<file path="src/rtl/counter_mode_scheduler.sv">
// counter_mode_scheduler: runs one of four lab down-counters at a time,
// clears the counter being switched to, gates it with the divider tick
// and registers its value for the LEDs. Switching happens on request or
// by auto-rotation after DWELL_TICKS ticks.
// Ports: clk, rst (sync, active-low), tick, start, mode_req, mode_sel,
//   auto_en, cnt_bus (4 x DW) in; cnt_en, cnt_clr (one-hot), count_out,
//   active_mode, busy out.
// Optional: define UNDERFLOW_COUNT_EN to add wrap_cnt[7:0], a saturating
//   count of 0 -> all-ones transitions of count_out while running.
module counter_mode_scheduler #(
  parameter int DW          = 4,
  parameter int DWELL_TICKS = 16,
  parameter int CLR_CYCLES  = 2
) (
  input  logic            clk,
  input  logic            rst,
  input  logic            tick,
  input  logic            start,
  input  logic            mode_req,
  input  logic [1:0]      mode_sel,
  input  logic            auto_en,
  input  logic [4*DW-1:0] cnt_bus,
  output logic [3:0]      cnt_en,
  output logic [3:0]      cnt_clr,
  output logic [DW-1:0]   count_out,
  output logic [1:0]      active_mode,
`ifdef UNDERFLOW_COUNT_EN
  output logic [7:0]      wrap_cnt,
`endif
  output logic            busy
);

  localparam int DWW = $clog2(DWELL_TICKS + 1);
  localparam int CW  = $clog2(CLR_CYCLES + 1);
  localparam logic [DWW-1:0] DWELL_LAST = DWW'(DWELL_TICKS - 1);
  localparam logic [CW-1:0]  CLR_LAST   = CW'(CLR_CYCLES - 1);

  typedef enum logic [1:0] {
    IDLE    = 2'd0,
    CLEAR   = 2'd1,
    RUN     = 2'd2,
    HANDOFF = 2'd3
  } state_e;

  state_e          state_q, state_d;
  logic [1:0]      mode_q, mode_d;
  logic [1:0]      tgt_q, tgt_d;
  logic [CW-1:0]   clr_q, clr_d;
  logic [DWW-1:0]  dwell_q, dwell_d;
  logic            pend_q, pend_d;
  logic [1:0]      psel_q, psel_d;
  logic [DW-1:0]   count_q, count_d;
  logic            busy_q, busy_d;
  logic            req_v;
  logic [1:0]      req_m;
  logic            enter_clr;
  logic [3:0]      mode_oh;

  assign mode_oh = 4'b0001 << mode_q;

  always_comb begin
    state_d   = state_q;
    mode_d    = mode_q;
    tgt_d     = tgt_q;
    clr_d     = clr_q;
    dwell_d   = dwell_q;
    pend_d    = pend_q;
    psel_d    = psel_q;
    count_d   = count_q;
    req_v     = 1'b0;
    req_m     = mode_q;
    enter_clr = 1'b0;
    unique case (state_q)
      IDLE: begin
        pend_d = 1'b0;
        if (start) begin
          state_d = CLEAR;
          tgt_d   = mode_q;
        end
      end
      CLEAR: begin
        if (mode_req) begin
          pend_d = 1'b1;
          psel_d = mode_sel;
        end
        if (clr_q == CLR_LAST) begin
          state_d = RUN;
        end else begin
          clr_d = clr_q + CW'(1);
        end
      end
      RUN: begin
        count_d = cnt_bus[DW*int'(mode_q) +: DW];
        // a fresh request overrides one held over from the switch
        pend_d  = 1'b0;
        req_v   = mode_req | pend_q;
        req_m   = mode_req ? mode_sel : psel_q;
        if (!start) begin
          state_d = IDLE;
        end else if (req_v && (req_m != mode_q)) begin
          state_d = HANDOFF;
          tgt_d   = req_m;
        end else if (auto_en && tick) begin
          if (dwell_q == DWELL_LAST) begin
            state_d = HANDOFF;
            tgt_d   = mode_q + 2'd1;
          end else begin
            dwell_d = dwell_q + DWW'(1);
          end
        end
      end
      HANDOFF: begin
        if (mode_req) begin
          pend_d = 1'b1;
          psel_d = mode_sel;
        end
        state_d = CLEAR;
      end
      default: state_d = IDLE;
    endcase
    if ((state_d == CLEAR) && (state_q != CLEAR)) begin
      enter_clr = 1'b1;
      mode_d    = tgt_d;
      clr_d     = '0;
      dwell_d   = '0;
    end
    busy_d = (state_d == HANDOFF) || (state_d == CLEAR);
  end

  always_ff @(posedge clk) begin
    if (!rst) begin
      state_q <= IDLE;
      mode_q  <= '0;
      tgt_q   <= '0;
      clr_q   <= '0;
      dwell_q <= '0;
      pend_q  <= 1'b0;
      psel_q  <= '0;
      count_q <= '0;
      busy_q  <= 1'b0;
    end else begin
      state_q <= state_d;
      mode_q  <= mode_d;
      tgt_q   <= tgt_d;
      clr_q   <= clr_d;
      dwell_q <= dwell_d;
      pend_q  <= pend_d;
      psel_q  <= psel_d;
      count_q <= count_d;
      busy_q  <= busy_d;
    end
  end

  assign cnt_en      = ((state_q == RUN) && tick) ? mode_oh : 4'b0000;
  assign cnt_clr     = (state_q == CLEAR) ? mode_oh : 4'b0000;
  assign count_out   = count_q;
  assign active_mode = mode_q;
  assign busy        = busy_q;

`ifdef UNDERFLOW_COUNT_EN
  logic [7:0] wrap_q, wrap_d;

  always_comb begin
    wrap_d = wrap_q;
    if (enter_clr) begin
      wrap_d = '0;
    end else if ((state_q == RUN) && (count_q == '0) &&
                 (count_d == '1) && (wrap_q != 8'hFF)) begin
      wrap_d = wrap_q + 8'd1;
    end
  end

  always_ff @(posedge clk) begin
    if (!rst) begin
      wrap_q <= '0;
    end else begin
      wrap_q <= wrap_d;
    end
  end

  assign wrap_cnt = wrap_q;
`endif

endmodule

</file>
<file path="config.mk">
export PLATFORM = sky130hd
export DESIGN_NAME = counter_mode_scheduler
export DESIGN_NICKNAME = d
export VERILOG_FILES = /design/src/rtl/counter_mode_scheduler.sv
export SDC_FILE = /design/constraint.sdc
export NUM_CORES = 1
export LEC_CHECK = 0
export BUFFER_PORTS_ARGS = -buffer_cell sky130_fd_sc_hd__buf_2
export CORE_MARGIN = 2
export CORE_UTILIZATION = 38
export CTS_BUF_LIST = sky130_fd_sc_hd__clkbuf_4
export DETAILED_ROUTE_END_ITERATION = 12
export SLEW_MARGIN = 20
export SYNTH_ARGS = -nofsm -noshare
export SYNTH_HDL_FRONTEND = slang
export SYNTH_SLANG_ARGS = --single-unit
</file>
<file path="constraint.sdc">
create_clock -name clk -period 4.4 [get_ports clk]
set_input_delay 0.44 -clock clk [delete_from_list [all_inputs] [get_ports clk]]
set_output_delay 0.44 -clock clk [all_outputs]
set_load 0.05 [all_outputs]
</file>
==> results of run 1 <==
synth_stat cells, drive strengths merged:
cell type  count  share of area
nand4          1         0.0047
o311ai         1         0.0065
a211oi         1         0.0056
buf            4          0.015
clkbuf         3         0.0084
and3           5          0.023
or2            1         0.0047
and2           4          0.019
a22o           1         0.0065
a21bo          1         0.0075
nor3           1         0.0075
ha             7          0.065
o211ai         2          0.011
and2b          1         0.0056
a31oi          2         0.0094
a21oi          1         0.0037
a21boi         5          0.028
o2111ai        2          0.013
nor2           4          0.011
nor2b          9          0.042
nor4b          2          0.018
a32oi          1          0.021
mux2i         13          0.097
xor2           2          0.013
mux4           4          0.067
xnor2          1         0.0065
nand2b         2         0.0094
nor3b          3          0.024
or3b           1         0.0065
dfxtp         21           0.31
nand3          6          0.022
o211a          1         0.0075
or3            5          0.023
nand2         15          0.042
nor4           2         0.0094
nand3b         1         0.0056
inv            5          0.014
layout make-up:
type	instances	area, um^2
Clock buffer	4	30.0
Fill cell	352	1780
Inverter	5	18.8
Multi-Input combinational cell	108	867
Sequential cell	21	420
Tap cell	46	57.6
Timing Repair Buffer	38	190
flip-flops by register name (all words and copies together) (netlist names):
| signal | count |
|---|---|
| clr_q | 2 |
| count_out | 4 |
| state_q | 2 |
| tgt_q | 2 |
| psel_q | 2 |
| pend_q | 1 |
| active_mode | 2 |
| busy | 1 |
| dwell_q | 5 |
per-layer routing:
metal / share of wire / vias to the layer above / track usage
met5: 0 / - / 0
met4: 0.019 / 0 / 0.0571
met3: 0.055 / 8 / 0.0393
met2: 0.50 / 33 / 0.250
met1: 0.43 / 547 / 0.169
li1: - / 581 / -
metrics by stage:
| stage | total power (uW) | cell area, um^2 | cells | util |
|---|---|---|---|---|
| after detailed placement | 273 | 1550 | 218 | 0.462 |
| after CTS | 377 | 1580 | 222 | 0.471 |
| final | 372 | 1580 | 222 | 0.471 |
| after floorplan | 252 | 1340 | 141 | - |
| after global placement | 271 | 1550 | 218 | 0.462 |
| after global routing | 389 | 1580 | 222 | 0.471 |
power groups by stage:
stage | registers, uW | clock network, uW | logic (uW)
floorplan | 209 | 0 | 42.6
global placement | 207 | 0 | 63.2
detailed placement | 208 | 0 | 65.3
CTS | 204 | 108 | 65.4
global route | 205 | 112 | 71.6
finish | 204 | 103 | 65.0
cells by family (layout without fill, tap and decap cells):
family	count (synthesis)	count (layout)	synth area share
AO/OA/AOI/OAI	18	18	0.120
XOR/XNOR	3	3	0.0196
adder cells (fa/ha/maj)	7	7	0.0655
buffers and inverters	12	47	0.0374
flip-flops	21	21	0.314
multiplexers	17	17	0.165
AND/OR/NAND/NOR	63	63	0.279
critical path: cells and delay by family, from the launching register on:
| kind | cells | cell delay (ps) |
|---|---|---|
| and+or+nand+nor | 2 | 900 |
| DFF | 1 | 570 |
| buffers and inverters | 1 | 260 |
how the worst min path moves through the flow:
| stage | slack [ps] | endpoint | cells past startpoint |
|---|---|---|---|
| final | 430 | psel_q[1]$_SDFFE_PN0N_ | 3 |
| after global routing | 440 | psel_q[0]$_SDFFE_PN0N_ | 3 |
| after CTS | 420 | psel_q[0]$_SDFFE_PN0N_ | 3 |
| after detailed placement | 460 | dwell_q[4]$_SDFFE_PP0P_ | 2 |
| after global placement | 440 | dwell_q[4]$_SDFFE_PP0P_ | 2 |
| after floorplan | 430 | dwell_q[4]$_SDFFE_PP0P_ | 2 |
==> metrics.cfg, run 1 <==
[setup_path]
cp.required_ps=3960
cp-start-kind=flip-flop
startpoint=state_q[1]$_SDFF_PN0_
worst-path-max-fanout=13
end_kind=output port
path_class=reg2out
cp_cell_sequence=nor2b_1 > and3_1 > buf_2
rrSetupSlack_ps=2530
max_stage_delay_ps=660
crit_arrival_ps=2040
crit_path_end=cnt_en[1]
rr_endpoint=dwell_q[3]$_SDFFE_PP0P_
reg2reg_from=dwell_q[0]$_SDFFE_PP0P_
crit_slowest_cell=nor2b_1
r2r_cells=7

[routing]
ant_nets=0
drtIter0Drc=34
drc=0
vias=1169
avgRoutedWirePerCell_um=12.9
postRouteWirelength_um=2860
first_pass_iters=4
via_per_inst=5.27

[global_route]
grt_pass1_wl_um=4750
globalRouteOverflowTotal=0
grt_max_degree=15
antenna_found_initial=0
grt_usage=0.145
grt_pass1_vias=1112

[floorplan]
ios=39
die_y_um=63.3
die_area_um2=4010
start_util=0.398
core_um2=3360
die_w_um=63.3
core.rowCount=21

[clock_tree]
cts_sinks=21
cts-root-buf=clkbuf_4
postCtsHoldBufs=0
cts_tree=yes
cts_made_buffers=3
cts_resized=0
clkTransAtPathRegs_ps=120
cts_max_path_buffers=2
clk_latency_ps=310
post_cts_buffers=0
cts_max_level=1

[layout]
drive_above_1_share=0.301
final_common_cell=buf_2
syn2layout_area_growth_pct=18.4
diodes=0
final_nets=208
final_cell_mix=buf_2 (38), dfxtp_1 (21), nand2_1 (15), mux2i_1 (13), nor2b_1 (9)

[power]
combPwrFrac=0.175
p_leak_uw=0.000675
p_clk_frac=0.277
p_int_uw=267
vdd_drop_max_mv=0.0927
switching_share=0.282
seq_power_share=0.548
p_sw_uw=105
p_per_area_nw_per_um2=235

[logic_synthesis]
syn_nets=172
synthCells=141
synth.distinct_cells=39
synth_seq_cells=21
synth-seq-area-share=0.314
ys_warn_count=0
syn_area_um2=1340
synth.avg_cell_area_um2=9.49

[placement]
place.gp.congestion=0.865
hpwl_um=2240
io_buffers=38
pre_cts_slack_ps=2260

[timing]
whs_ps=429
finalSetupViolCount=0
skew_ps=0.776
setup_ws_ps=1920
worstMarginPinSlew_ps=736
fin_crit_sh=0.565
hold_viol_final=0
slew_headroom=0.508
min_period_ps=2480
fmax_mhz=403
maxSlewViolCount=0
grt_setup_unrepaired=false
setup_tns_ps=0

[worst_hold_path]
min_from=mode_sel[1]
min_path_type=in2reg

[job]
max_cap_violations=0

[outcome]
status=complete, no violations

Power figures use the tool's default switching activity.
==> run 2, diff against run 1 <==
ABC_AREA = 1   (was unset)
clock period = 2.4 ns   (was 4.4 ns; I/O delays follow)
==> run 2 against run 1 <==
Register-to-register slack got worse by 1900 ps. Sequential power rose by 85%. First-iteration DRC count rose by 32%. Die area fell by 3.0%. Setup slack got worse by 1500 ps. Cell count rose by 28%. Non-clock buffer count rose by 2. Clock power rose by 80%. Via count rose by 11%. Critical path type unchanged. Largest cell class unchanged. Largest power group unchanged.
==> metrics.cfg, run 2 <==
[outcome]
status=complete, no violations  ; unchanged

[placement]
place_area_um2=1540  ; was 1550 um^2
pre_cts_slack_ps=639  ; was 2260 ps
hpwl_um=2300  ; was 2240 um
dp_cells=280  ; was 218
io_buffers=38  ; unchanged
place.gp.congestion=0.848  ; was 0.865

[layout]
final_common_cell=nor2_1  ; was buf_2
largest_reg_flops=5  ; unchanged
final_cell_mix=nor2_1 (42), buf_2 (38), nand2_1 (31), inv_1 (25), dfxtp_1 (21)  ; was buf_2 (38), dfxtp_1 (21), nand2_1 (15), mux2i_1 (13), nor2b_1 (9)
diodes=0  ; unchanged
syn2layout_area_growth_pct=21.3  ; was 18.4%
final_cells=284  ; was 222
drive_above_1_share=0.248  ; was 0.301
largest-register=dwell_q  ; unchanged
stdcell_area_um2=1570  ; was 1580 um^2
final_nets=270  ; was 208

[floorplan]
ios=39  ; unchanged
core.rowCount=21  ; unchanged
core_um2=3310  ; was 3360 um^2
start_util=0.391  ; was 0.398
die_y_um=62.4  ; was 63.3 um
die_area_um2=3890  ; was 4010 um^2
die_w_um=62.4  ; was 63.3 um

[setup_path]
crit_arrival_ps=1720  ; was 2040 ps
path_class=reg2out  ; unchanged
reg2reg_from=dwell_q[0]$_SDFFE_PP0P_  ; unchanged
end_kind=output port  ; unchanged
rr_endpoint=active_mode[0]$_SDFFE_PN0P_  ; was dwell_q[3]$_SDFFE_PP0P_
crit_slowest_cell=dfxtp_1  ; was nor2b_1
cp.required_ps=2160  ; was 3960 ps
r2r_cells=13  ; was 7
cp-start-kind=flip-flop  ; unchanged
worst-path-max-fanout=14  ; was 13
crit_family=buffers and inverters  ; was simple AND/OR/NAND/NOR gates
rrSetupSlack_ps=620  ; was 2530 ps
path_common_cell=inv_1
max_stage_delay_ps=310  ; was 660 ps
path_buf_inv=4  ; was 1
cp_cell_sequence=buf_4 > inv_1 > ha_1 > inv_1 > nor2_1 > buf_2  ; was nor2b_1 > and3_1 > buf_2

[clock_tree]
postCtsHoldBufs=0  ; unchanged
clk_latency_ps=310  ; about the same
cts_max_path_buffers=2  ; unchanged
cts-root-buf=clkbuf_4  ; unchanged
cts_tree=yes  ; unchanged
cts_resized=0  ; unchanged
cts_made_buffers=3  ; unchanged
clkTransAtPathRegs_ps=110  ; was 120 ps
cts_max_level=1  ; unchanged
post_cts_buffers=0  ; unchanged
cts_sinks=21  ; unchanged

[routing]
drtIter0Drc=45  ; was 34
via_per_inst=4.57  ; was 5.27
ant_nets=0  ; unchanged
drc=0  ; unchanged
vias=1297  ; was 1169
postRouteWirelength_um=2930  ; was 2860 um
first_pass_iters=4  ; unchanged
avgRoutedWirePerCell_um=10.3  ; was 12.9 um

[timing]
grt_setup_unrepaired=false  ; unchanged
setup_tns_ps=0  ; unchanged
setup_ws_ps=439  ; was 1920 ps
min_period_ps=1960
fin_crit_sh=0.817
hold_viol_final=0  ; unchanged
finalSetupViolCount=0  ; unchanged
worstMarginPinSlew_ps=363  ; was 736 ps
maxSlewViolCount=0  ; unchanged
slew_headroom=0.758  ; was 0.508
skew_ps=1.47  ; was 0.776 ps
fmax_mhz=510

[job]
max_cap_violations=0  ; unchanged

[worst_hold_path]
min_path_type=in2reg  ; unchanged
min_from=rst  ; was mode_sel[1]
holdPathEnd=state_q[0]$_SDFF_PN0_  ; was psel_q[1]$_SDFFE_PN0N_
min_path_cells=3  ; unchanged

[power]
p_clk_frac=0.228  ; was 0.277
combPwrFrac=0.307  ; was 0.175
switching_share=0.354  ; was 0.282
p_sw_uw=288  ; was 105 uW
vdd_drop_max_mv=0.314  ; was 0.0927 mV
seq_power_share=0.465  ; was 0.548
p_leak_uw=0.000809  ; was 0.000675 uW
p_per_area_nw_per_um2=517  ; was 235 nW/um^2
p_int_uw=524  ; was 267 uW

[logic_synthesis]
syn_nets=229  ; was 172
synth.avg_cell_area_um2=6.54  ; was 9.49 um^2
synth.top_cells.by_count=nor2_1 (42), nand2_1 (31), inv_1 (25)  ; was dfxtp_1 (21), nand2_1 (15), mux2i_1 (13)
ys.flop_type=dfxtp_1  ; unchanged
synthCells=198  ; was 141
netlist.area_leader.share=0.325  ; was 0.314
synth_top_cell_by_area=dfxtp_1  ; unchanged
synth.distinct_cells=24  ; was 39
synth-seq-area-share=0.325  ; was 0.314
synth_seq_cells=21  ; unchanged
synth_area_leaders=dfxtp_1 (32%), nor2_1 (12%), nand2_1 (9.0%)  ; was dfxtp_1 (31%), mux2i_1 (9.7%), mux4_2 (6.7%)
syn_area_um2=1290  ; was 1340 um^2
synth_edf_count=0  ; unchanged
synth_most_common_cell=nor2_1  ; was dfxtp_1
async_flop_share=0  ; unchanged
ys_warn_count=0  ; unchanged

[global_route]
grt_max_degree=15  ; unchanged
globalRouteOverflowTotal=0  ; unchanged
grt_usage=0.167  ; was 0.145
grt_pass1_wl_um=5210  ; was 4750 um
grt_pass1_vias=1168  ; was 1112
antenna_found_initial=0  ; unchanged

run 2: through the flow:
stage / hold slack [ps] / total power, uW / utilization
3_3_place_gp: 458 / 637 / 0.465
2_1_floorplan: 386 / 568 / -
4_1_cts: 200 / 828 / 0.474
3_5_place_dp: 463 / 637 / 0.465
6_report: 207 / 812 / 0.474
5_1_grt: 210 / 877 / 0.474
run 2: logic make-up after synthesis:
| family | Yosys count | share of synthesized area |
|---|---|---|
| and+or+nand+nor | 95 | 0.329 |
| buffers and inverters | 36 | 0.106 |
| DFF | 21 | 0.325 |
| xor gates and xnor gates | 3 | 0.0203 |
| adders and majority gates | 7 | 0.0676 |
| AOI/OAI and AO/OA | 36 | 0.153 |
run 2: how the worst max path moves through the flow:
stage               cells after the start                        start                     endpoint  slack, ps
floorplan                               5  active_mode[0]$_SDFFE_PN0P_                   cnt_clr[2]        340
CTS                                     6  active_mode[0]$_SDFFE_PN0P_                   cnt_clr[0]        380
global placement                       13      dwell_q[0]$_SDFFE_PP0P_  active_mode[0]$_SDFFE_PN0P_        680
global route                            6  active_mode[0]$_SDFFE_PN0P_                   cnt_clr[0]        290
finish                                  6  active_mode[0]$_SDFFE_PN0P_                   cnt_clr[0]        440
detailed placement                     13      dwell_q[0]$_SDFFE_PP0P_  active_mode[0]$_SDFFE_PN0P_        640
run 2: final cells by class:
type | instances | area (um^2)
fill | 375 | 1740
multi-input combinational | 141 | 737
sequential | 21 | 420
timing repair buffer | 40 | 205
inverter | 32 | 120
tap | 46 | 57.6
clock buffer | 4 | 30.0
run 2: worst reg2reg max path: cells and delay by family, from the launching register on:
family          cells  cell delay [ps]
flops               1              390
fa+ha+maj           2              400
buf+inv             2               80
simple gates        7              650
compound gates      2              190
run 2: power groups by stage:
stage / sequential [uW] / clock [uW] / combinational, uW
2_1_floorplan: 414 / 0 / 154
3_3_place_gp: 385 / 0 / 252
3_5_place_dp: 385 / 0 / 252
4_1_cts: 378 / 197 / 253
5_1_grt: 380 / 210 / 287
6_report: 377 / 185 / 250
run 2: layer usage:
layer | share of wire | vias up | global-route usage
met5 | 0 | - | 0
met3 | 0.043 | 5 | 0.0270
met2 | 0.45 | 29 | 0.273
met4 | 0.016 | 0 | 0.0667
met1 | 0.49 | 559 | 0.220
li1 | - | 704 | -
